==> config.mk <==
export PLATFORM = sky130hd
export DESIGN_NAME = uart_tx_scheduler
export DESIGN_NICKNAME = d
export VERILOG_FILES = /design/src/rtl/uart_tx_scheduler_pkg.sv /design/src/rtl/uart_tx_scheduler_rr_arbiter.sv /design/src/rtl/uart_tx_scheduler.sv
export SDC_FILE = /design/constraint.sdc
export NUM_CORES = 1
export LEC_CHECK = 0
export CAP_MARGIN = 20
export CORE_MARGIN = 1
export CORE_UTILIZATION = 57
export CTS_CLUSTER_SIZE = 40
export DETAILED_ROUTE_END_ITERATION = 16
export PLACE_DENSITY = 0.87
export SLEW_MARGIN = 20
export SYNTH_ARGS = -nofsm -noshare
export SYNTH_HDL_FRONTEND = slang
export SYNTH_SLANG_ARGS = --single-unit
==> constraint.sdc <==
create_clock -name clk_i -period 5.09 [get_ports clk_i]
set_input_delay 0.509 -clock clk_i [delete_from_list [all_inputs] [get_ports clk_i]]
set_output_delay 0.509 -clock clk_i [all_outputs]
set_load 0.02 [all_outputs]
==> src/rtl/uart_tx_scheduler_pkg.sv <==
// Shared encodings and defaults for the UART transmit scheduler.
package uart_tx_scheduler_pkg;

   localparam int          BYTE_W          = 8;
   localparam logic [31:0] TIMEOUT_DEFAULT = 32'd1_000_000;

   typedef enum logic [1:0] {
      ST_IDLE  = 2'd0,
      ST_SEND  = 2'd1,
      ST_DRAIN = 2'd2
   } sched_state_e;

endpackage

==> src/rtl/uart_tx_scheduler_rr_arbiter.sv <==
// Combinational round-robin arbiter: search starts one past the last grant and wraps.
module uart_tx_scheduler_rr_arbiter #(
   parameter int N_REQ = 4,
   parameter int GW    = $clog2(N_REQ)
) (
   input  logic [N_REQ-1:0] i_req,
   input  logic [GW-1:0]    i_last,
   output logic [N_REQ-1:0] o_gnt,
   output logic [GW-1:0]    o_idx,
   output logic             o_any
);

   always_comb begin
      int          w_cand;
      logic [GW-1:0] w_cand_idx;
      o_gnt      = '0;
      o_idx      = '0;
      o_any      = 1'b0;
      w_cand     = 0;
      w_cand_idx = '0;
      // Walk from farthest to nearest so the nearest requester overwrites earlier hits.
      for (int off = N_REQ; off >= 1; off--) begin
         w_cand     = (int'(i_last) + off) % N_REQ;
         w_cand_idx = w_cand[GW-1:0];
         if (i_req[w_cand_idx]) begin
            o_gnt             = '0;
            o_gnt[w_cand_idx] = 1'b1;
            o_idx             = w_cand_idx;
            o_any             = 1'b1;
         end
      end
   end

endmodule

==> src/rtl/uart_tx_scheduler.sv <==
// Shares one UART transmitter between N_REQ byte producers, one frame per grant,
// with a watchdog that aborts a request the transmitter never takes.
//
// state | meaning
// IDLE  | waiting for tx_ready_i and a valid requester
// SEND  | tx_req_o high, waiting for the transmitter to drop ready
// DRAIN | frame in flight, waiting for ready to return
module uart_tx_scheduler
   import uart_tx_scheduler_pkg::*;
#(
   parameter int          N_REQ   = 4,
   parameter logic [31:0] TIMEOUT = TIMEOUT_DEFAULT
) (
   input  logic                      clk_i,
   input  logic                      reset_n,
   input  logic [N_REQ-1:0]          req_valid_i,
   input  logic [BYTE_W*N_REQ-1:0]   req_data_i,
   output logic [N_REQ-1:0]          req_ack_o,
   output logic                      tx_req_o,
   output logic [BYTE_W-1:0]         tx_data_o,
   input  logic                      tx_ready_i,
   output logic                      busy_o,
   output logic [$clog2(N_REQ)-1:0]  grant_o,
   output logic                      timeout_o
);

   localparam int GW = $clog2(N_REQ);

   sched_state_e        r_state,   w_state_nxt;
   logic                r_tx_req,  w_tx_req_nxt;
   logic [BYTE_W-1:0]   r_tx_data, w_tx_data_nxt;
   logic [N_REQ-1:0]    r_ack,     w_ack_nxt;
   logic [GW-1:0]       r_grant,   w_grant_nxt;
   logic                r_timeout, w_timeout_nxt;
   logic [31:0]         r_wdog,    w_wdog_nxt;

   logic [N_REQ-1:0]    w_arb_gnt;
   logic [GW-1:0]       w_arb_idx;
   logic                w_arb_any;

   uart_tx_scheduler_rr_arbiter #(
      .N_REQ (N_REQ),
      .GW    (GW)
   ) u_arb (
      .i_req  (req_valid_i),
      .i_last (r_grant),
      .o_gnt  (w_arb_gnt),
      .o_idx  (w_arb_idx),
      .o_any  (w_arb_any)
   );

   always_ff @(posedge clk_i or negedge reset_n) begin
      if (!reset_n) begin
         r_state   <= ST_IDLE;
         r_tx_req  <= 1'b0;
         r_tx_data <= '0;
         r_ack     <= '0;
         r_grant   <= GW'(N_REQ - 1);
         r_timeout <= 1'b0;
         r_wdog    <= '0;
      end else begin
         r_state   <= w_state_nxt;
         r_tx_req  <= w_tx_req_nxt;
         r_tx_data <= w_tx_data_nxt;
         r_ack     <= w_ack_nxt;
         r_grant   <= w_grant_nxt;
         r_timeout <= w_timeout_nxt;
         r_wdog    <= w_wdog_nxt;
      end
   end

   always_comb begin
      w_state_nxt   = r_state;
      w_tx_req_nxt  = r_tx_req;
      w_tx_data_nxt = r_tx_data;
      w_ack_nxt     = '0;
      w_grant_nxt   = r_grant;
      w_timeout_nxt = r_timeout;
      w_wdog_nxt    = r_wdog;
      case (r_state)
         ST_IDLE: begin
            if (tx_ready_i && w_arb_any) begin
               w_tx_data_nxt = req_data_i[{w_arb_idx, 3'b000} +: BYTE_W];
               w_ack_nxt     = w_arb_gnt;
               w_grant_nxt   = w_arb_idx;
               w_tx_req_nxt  = 1'b1;
               w_wdog_nxt    = '0;
               w_state_nxt   = ST_SEND;
            end
         end
         ST_SEND: begin
            // A falling ready always wins over an expiring watchdog on the same edge.
            if (!tx_ready_i) begin
               w_tx_req_nxt = 1'b0;
               w_state_nxt  = ST_DRAIN;
            end else if (r_wdog >= TIMEOUT - 32'd1) begin
               w_tx_req_nxt  = 1'b0;
               w_timeout_nxt = 1'b1;
               w_state_nxt   = ST_IDLE;
            end else begin
               w_wdog_nxt = r_wdog + 32'd1;
            end
         end
         ST_DRAIN: begin
            w_tx_req_nxt = 1'b0;
            if (tx_ready_i) begin
               w_state_nxt = ST_IDLE;
            end
         end
         default: begin
            w_tx_req_nxt = 1'b0;
            w_state_nxt  = ST_IDLE;
         end
      endcase
   end

   assign req_ack_o = r_ack;
   assign tx_req_o  = r_tx_req;
   assign tx_data_o = r_tx_data;
   assign busy_o    = (r_state != ST_IDLE);
   assign grant_o   = r_grant;
   assign timeout_o = r_timeout;

endmodule
# Word level (Yosys, flattened, before mapping)
# Index checks and enable logic that the tools add are counted.
# Widths: inputs -> output; s select.
# classes
addsub,5
mul,0
n_div,0
order_cmp,9
n_eq_ne,7
n_shift,1
n_mux,43
bitwise_logic,0
n_reduce_logical,13
# op_table
op,count
$mux 32,3
$pmux 32 s2,1
$add 32x1->32 const B,1
$ge 32x20->1 const B,1
$shiftx 32x6->8,1
$mux 4,6
$mux 2,8
$mux 1,15
$lt 2x3->1 const B,4
$bmux 1 s2,4
$demux 1 s2,4
$ge 2x1->1 const B,4
$ne 2x2->1 const B,4
$pmux 2 s3,1
$reduce_and 3->1,2
$logic_and 1x1->1,5
$add 2x1->2 const B,2
$add 2x2->2 const B,2
$reduce_and 2->1,2
$reduce_and 4->1,1
$reduce_bool 2->1,2
$ne 3x3->1 const B,1
$eq 2x1->1 const B,1
$eq 2x2->1 const B,1
other kinds (2),2
# totals
register_bits,50
latch_bits,0
ramBits,0
rom_bits,0
out_inout_bits,17
wordCells,85
n_memories,0

# Logic depth before layout (Yosys ltp)
# depth
word_depth,11
ltp_mapped,10
ltp_nobuf,8

# By module
# From an unflattened synthesis, not the netlist that was laid out.
# unflattened
cells_unflattened,326
area_unflattened_um2,3159.3
# modules_own_cells
module,n_inst,cells_per_inst,area_per_inst_um2,seq_area_each_um2
uart_tx_scheduler,1,256,2606.2,1253.7
uart_tx_scheduler_rr_arbiter,1,70,553.0,0.0

# Worst setup path after synthesis
# Ideal clock, no wire load.
# synth_path
kind,reg-to-reg
startpoint,register r_grant[0] (netlist: grant_o[0])
endpoint,register r_tx_data[4] (netlist: tx_data_o[4])
arrival_ps,3144
setup_slack_ps,1805
stages_incl_launch_ff,10
n_path_buf,2
synth_period_minus_slack_ps,3285
path_cell_list,dfstp_2 buf_4 clkinv_1 ha_1 mux4_2 clkbuf_1 a21oi_2 mux2_2 o221ai_1 a31oi_1
# synth_between
elab_chain_len,9
# synth_lines
item,line,source
"start, declared",uart_tx_scheduler.sv:33,"logic [GW-1:0] r_grant, w_grant_nxt;"
"start signal, assigned",uart_tx_scheduler.sv:58,r_grant <= GW'(N_REQ - 1);
"start signal, assigned",uart_tx_scheduler.sv:66,r_grant <= w_grant_nxt;
branches (longest 9 deep; another with $add 2x1->2),n/a,
"end signal, assigned",uart_tx_scheduler.sv:64,r_tx_data <= w_tx_data_nxt;
"end, declared",uart_tx_scheduler.sv:31,"logic [BYTE_W-1:0] r_tx_data, w_tx_data_nxt;"
# Parallel ways; which one is timed is not known. The select of a mux whose other input is x is not followed.
# A chain may end at the register's enable or synchronous reset.

# Worst setup path after layout
# layout_path
startpoint,register r_grant[0] (netlist: grant_o[0])
endpoint,register r_tx_data[7] (netlist: tx_data_o[7])
# Same word-level chain as after synthesis.

==> results.md <==
Outcome:
- The run finished with clean final reports.

Place:
- Summed over all nets, the half-perimeter wirelength after detailed placement is 5.55 mm.
- Summing all placed instances gives a cell area of approximately 3800 sq um.
- The worst setup slack before clock tree synthesis is 1.28 ns.
- The congestion estimate from routability-driven global placement came to 0.899.
- Buffers placed on the I/O ports in this run total between 50 and 60.

Worst setup path:
- The category of cells accounting for the largest share of critical-path delay is flip-flops.
- The most critical setup path has its endpoint at tx_data_o[7]$_DFFE_PN0P_.
- The stage delay of the slowest cell on the critical path is about 0.88 ns.
- The critical path goes through clkinv_1 -> ha_1 -> mux4_2 -> nor2_1 -> a21boi_1 -> nor3_1 -> o211a_1 -> a211oi_1.
- The worst setup path startpoint is grant_o[0]$_DFFE_PN1P_.
- In this run the number of cells on the critical path is 8.
- The arrival time of the worst setup path is between 4 and 5 ns.
- The startpoint identified for the worst register-to-register timing path is grant_o[0]$_DFFE_PN1P_.
- The largest driver fanout on the critical path is 27.
- The setup slack on the worst flop-to-flop path is around 1.2 ns.
- The data required time at the worst endpoint is around 5.3 ns.
- The depth of the most critical reg-to-reg path is 8.
- Among all stages on the critical path, the largest delay is contributed by dfstp_2.
- The type of the worst setup path is register to register.
- The worst setup path is launched from a register.
- Counting both buffers and inverters, the worst setup path holds a total of 1.
- The worst setup path is captured at a register.
- The endpoint identified for the worst register-to-register timing path is tx_data_o[7]$_DFFE_PN0P_.

Clock tree:
- The number of gates resized after CTS was 0.
- Once the clock tree was built, the setup fixing pass inserted 0 buffers.
- The maximum root-to-sink buffer count is 2.
- The number of levels the H-tree was split into is 2.
- The number of buffers created by CTS is 5.
- The TritonCTS sink count is 50.
- After clock tree synthesis, the clock-pin slew on the worst setup and hold paths is around 0.10 ns.
- The clock tree from TritonCTS is done.
- The insertion delay to the later sink of the worst-skew pair is between 0.3 and 0.4 ns.
- The buffer type at the clock tree root is clkbuf_8.
- In this run, post-CTS hold repair placed 0 buffers.

Flow run:
- Max-cap violations in this run came to 0.

STA:
- The ratio of final minimum period to clock period is 0.758.
- The minimum clock period after layout is about 3.9 ns.
- The count of final setup violators is 0.
- The max-slew violation count came to 0.
- Setup repair after global routing left no endpoint under its margin.
- The final-report hold violation count is 0.
- For this run, the top clock speed supported by timing is approximately 0.26 GHz.
- The transition time of the tightest slew-check pin is 0.640 ns.
- For the final routed database, the setup TNS stands at 0 ns.
- The worst hold margin is 0.296 ns.
- The relative slew slack is 0.569.
- The slack of the critical path is roughly 1.2 ns.
- For the final database, setup skew stands at approximately 0.013 ns.

Global routing:
- For this run, the total global-route usage over all layers was measured as 0.277.
- After global routing the overflow that remains totals 0.
- Entering global routing, the biggest net connects 51 pins.
- The via count of the first global-routing pass was approximately 2700.
- The first global-routing pass estimated 13.0 mm of wire.
- The initial antenna violation count is 0.

Drt:
- The remaining antenna violation count after routing is 0.
- The number of DRC violations after detailed routing is 0.
- The highest signal layer in the routed design is met4.
- The first TritonRoute pass finished after 4 iterations.
- The total via count after detailed routing is around 2800.
- The total wire length after detailed routing is 7.54 mm.
- The met1 routed wirelength after detailed routing is between 3 and 4 mm.
- After detailed routing, the number of vias per cell comes to roughly 6.1.
- The routed design uses approximately 370 um of met3 wire.
- After detailed routing, the average wire length per cell comes to roughly 16 um.
- The detailed router finished its first iteration with 208 violations.
- The detailed-routed wire length on met2 is approximately 3.7 mm.

Power and ir drop:
- Dividing total power by cell area gives a power density of slightly below 500 nW/um^2.
- The maximum vdd ir drop is approximately 430 uV.
- Summed over all cells, the static leakage comes to 1.68 nW.

Yosys:
- In the post-synthesis netlist, the biggest area contributors are dfrtp_1 38%, nor2_1 3.9%, ha_1 3.5%, a21oi_1 3.3%, nand2_1 3.1%.
- For this run, the register share of the synthesized area comes to 0.394.
- The post-synthesis area per instance is around 9.3 sq um.
- When the netlist entered floorplanning its net count stood at between 300 and 400.
- The dominant cell by count in the synthesized netlist is dfrtp_1.
- The largest total area in the synthesized netlist belongs to dfrtp_1.
- The share of Yosys cell area claimed by the top area cell type is 0.378.
- The warning count from the yosys run is 0.
- The most used flip-flop cell after synthesis is dfrtp_1.
- Counting every instance in the synthesized netlist gives between 300 and 400.
- The number of different library cells in the post-synthesis netlist is 60.
- The cell area that synthesis handed to floorplanning was between 3000 and 4000 sq um.
- The number of register bits inferred by synthesis is 50.
- Of all flip-flops after synthesis, the portion carrying an async set or reset was 1.00.
- The commonest cells after synthesis are 48 x dfrtp_1, 33 x nor2_1, 26 x nand2_1.
- In this run, synthesis inferred 0 flip-flops with an integrated enable.

Floorplanning:
- The full die area is between 5000 and 6000 sq um.
- The floorplan step set the die width to 76.7 um.
- The initial standard-cell utilization of the core is 0.607.
- Measured along the y axis, the die boundary spans between 70 and 80 um.
- During I/O placement, the number of pins put on the boundary was between 50 and 60.
- The core box area is 5240 sq um.
- The site row count is 26.

Finish:
- The post-layout instance area is between 3000 and 4000 sq um.
- The layout has about 370 filler cells.
- The antenna diode count is 0.
- Relative to the synthesized area, the layout overhead comes to 22.0%.
- Of the cells placed in the final design, the portion with a size suffix greater than 1 is 0.102.
- The net count of the finished layout is 438.

Worst hold path:
- In this run the worst hold path is classified as primary input to asynchronous set/reset pin.
cell families (layout without fill, tap and decap cells):
group | after synthesis | count (layout) | synth area share
xor+xnor | 4 | 4 | 0.0110
buf+inv | 24 | 73 | 0.0315
fa+ha+maj | 9 | 9 | 0.0354
compound gates | 91 | 91 | 0.206
simple gates | 143 | 143 | 0.233
mux | 21 | 21 | 0.0885
flops | 50 | 50 | 0.394
per-layer routing:
layer  track usage  vias to the layer above
met5             0                        -
met2         0.427                       92
li1              -                     1379
met4        0.0865                        0
met1         0.398                     1354
met3        0.0476                        9
per-stage QoR:
stage,power [mW],instances,utilization
after detailed placement,1.63,453,0.719
after CTS,1.91,461,0.741
after floorplan,1.32,342,-
after global routing,2.05,461,0.741
after global placement,1.59,453,0.719
final,1.91,461,0.741
registers in the layout (all words and copies together) (netlist names):
name	count
req_ack_o	4
tx_req_o	1
r_wdog	32
tx_data_o	8
r_state	2
timeout_o	1
grant_o	2
worst min path at each step:
stage	slack [ns]	start	to	cells after the start
after floorplan	0.21	reset_n	r_state[0]$_DFFE_PN0P_	0
after global placement	0.46	timeout_o$_DFFE_PN0P_	timeout_o$_DFFE_PN0P_	1
after detailed placement	0.47	timeout_o$_DFFE_PN0P_	timeout_o$_DFFE_PN0P_	1
after CTS	0.32	reset_n	r_wdog[17]$_DFFE_PN0P_	2
after global routing	0.35	reset_n	r_wdog[31]$_DFFE_PN0P_	2
final	0.30	reset_n	r_wdog[17]$_DFFE_PN0P_	2
area by class of cell:
| cell class | count | area (sq um) | share of cell area |
|---|---|---|---|
| Clock buffer | 5 | 68.8 | 0.0177 |
| Clock inverter | 3 | 43.8 | 0.0113 |
| Inverter | 7 | 26.3 | 0.00677 |
| Multi-Input combinational cell | 268 | 1830 | 0.472 |
| Sequential cell | 50 | 1250 | 0.323 |
| Tap cell | 70 | 87.6 | 0.0226 |
| Timing Repair Buffer | 58 | 568 | 0.146 |
cells in the final DEF, fill, tap and decap left out, types with 4 or more instances in the layout:
cell,n
o22ai_1,5
ha_1,9
and2_1,14
mux4_2,4
inv_1,6
o211ai_1,5
or4_1,8
nor4_1,5
nand2_1,26
a221oi_1,5
nand4_1,5
clkdlybuf4s50_1,54
o21a_1,4
nor2b_1,4
dfrtp_1,48
mux2_2,7
a21oi_1,21
nand3_1,10
clkbuf_8,5
nand2b_1,4
and3_1,5
nor2_1,33
xnor2_1,4
nor3_1,13
or3_1,7
mux2i_1,9
a21o_1,7
o21ai_0,9
power breakdown:
group	switching, mW	internal [mW]
Combinational	0.605	0.469
Sequential	0.0890	0.466
Clock	0.138	0.148
Total	0.832	1.08
(Power assumes the default switching activity.)
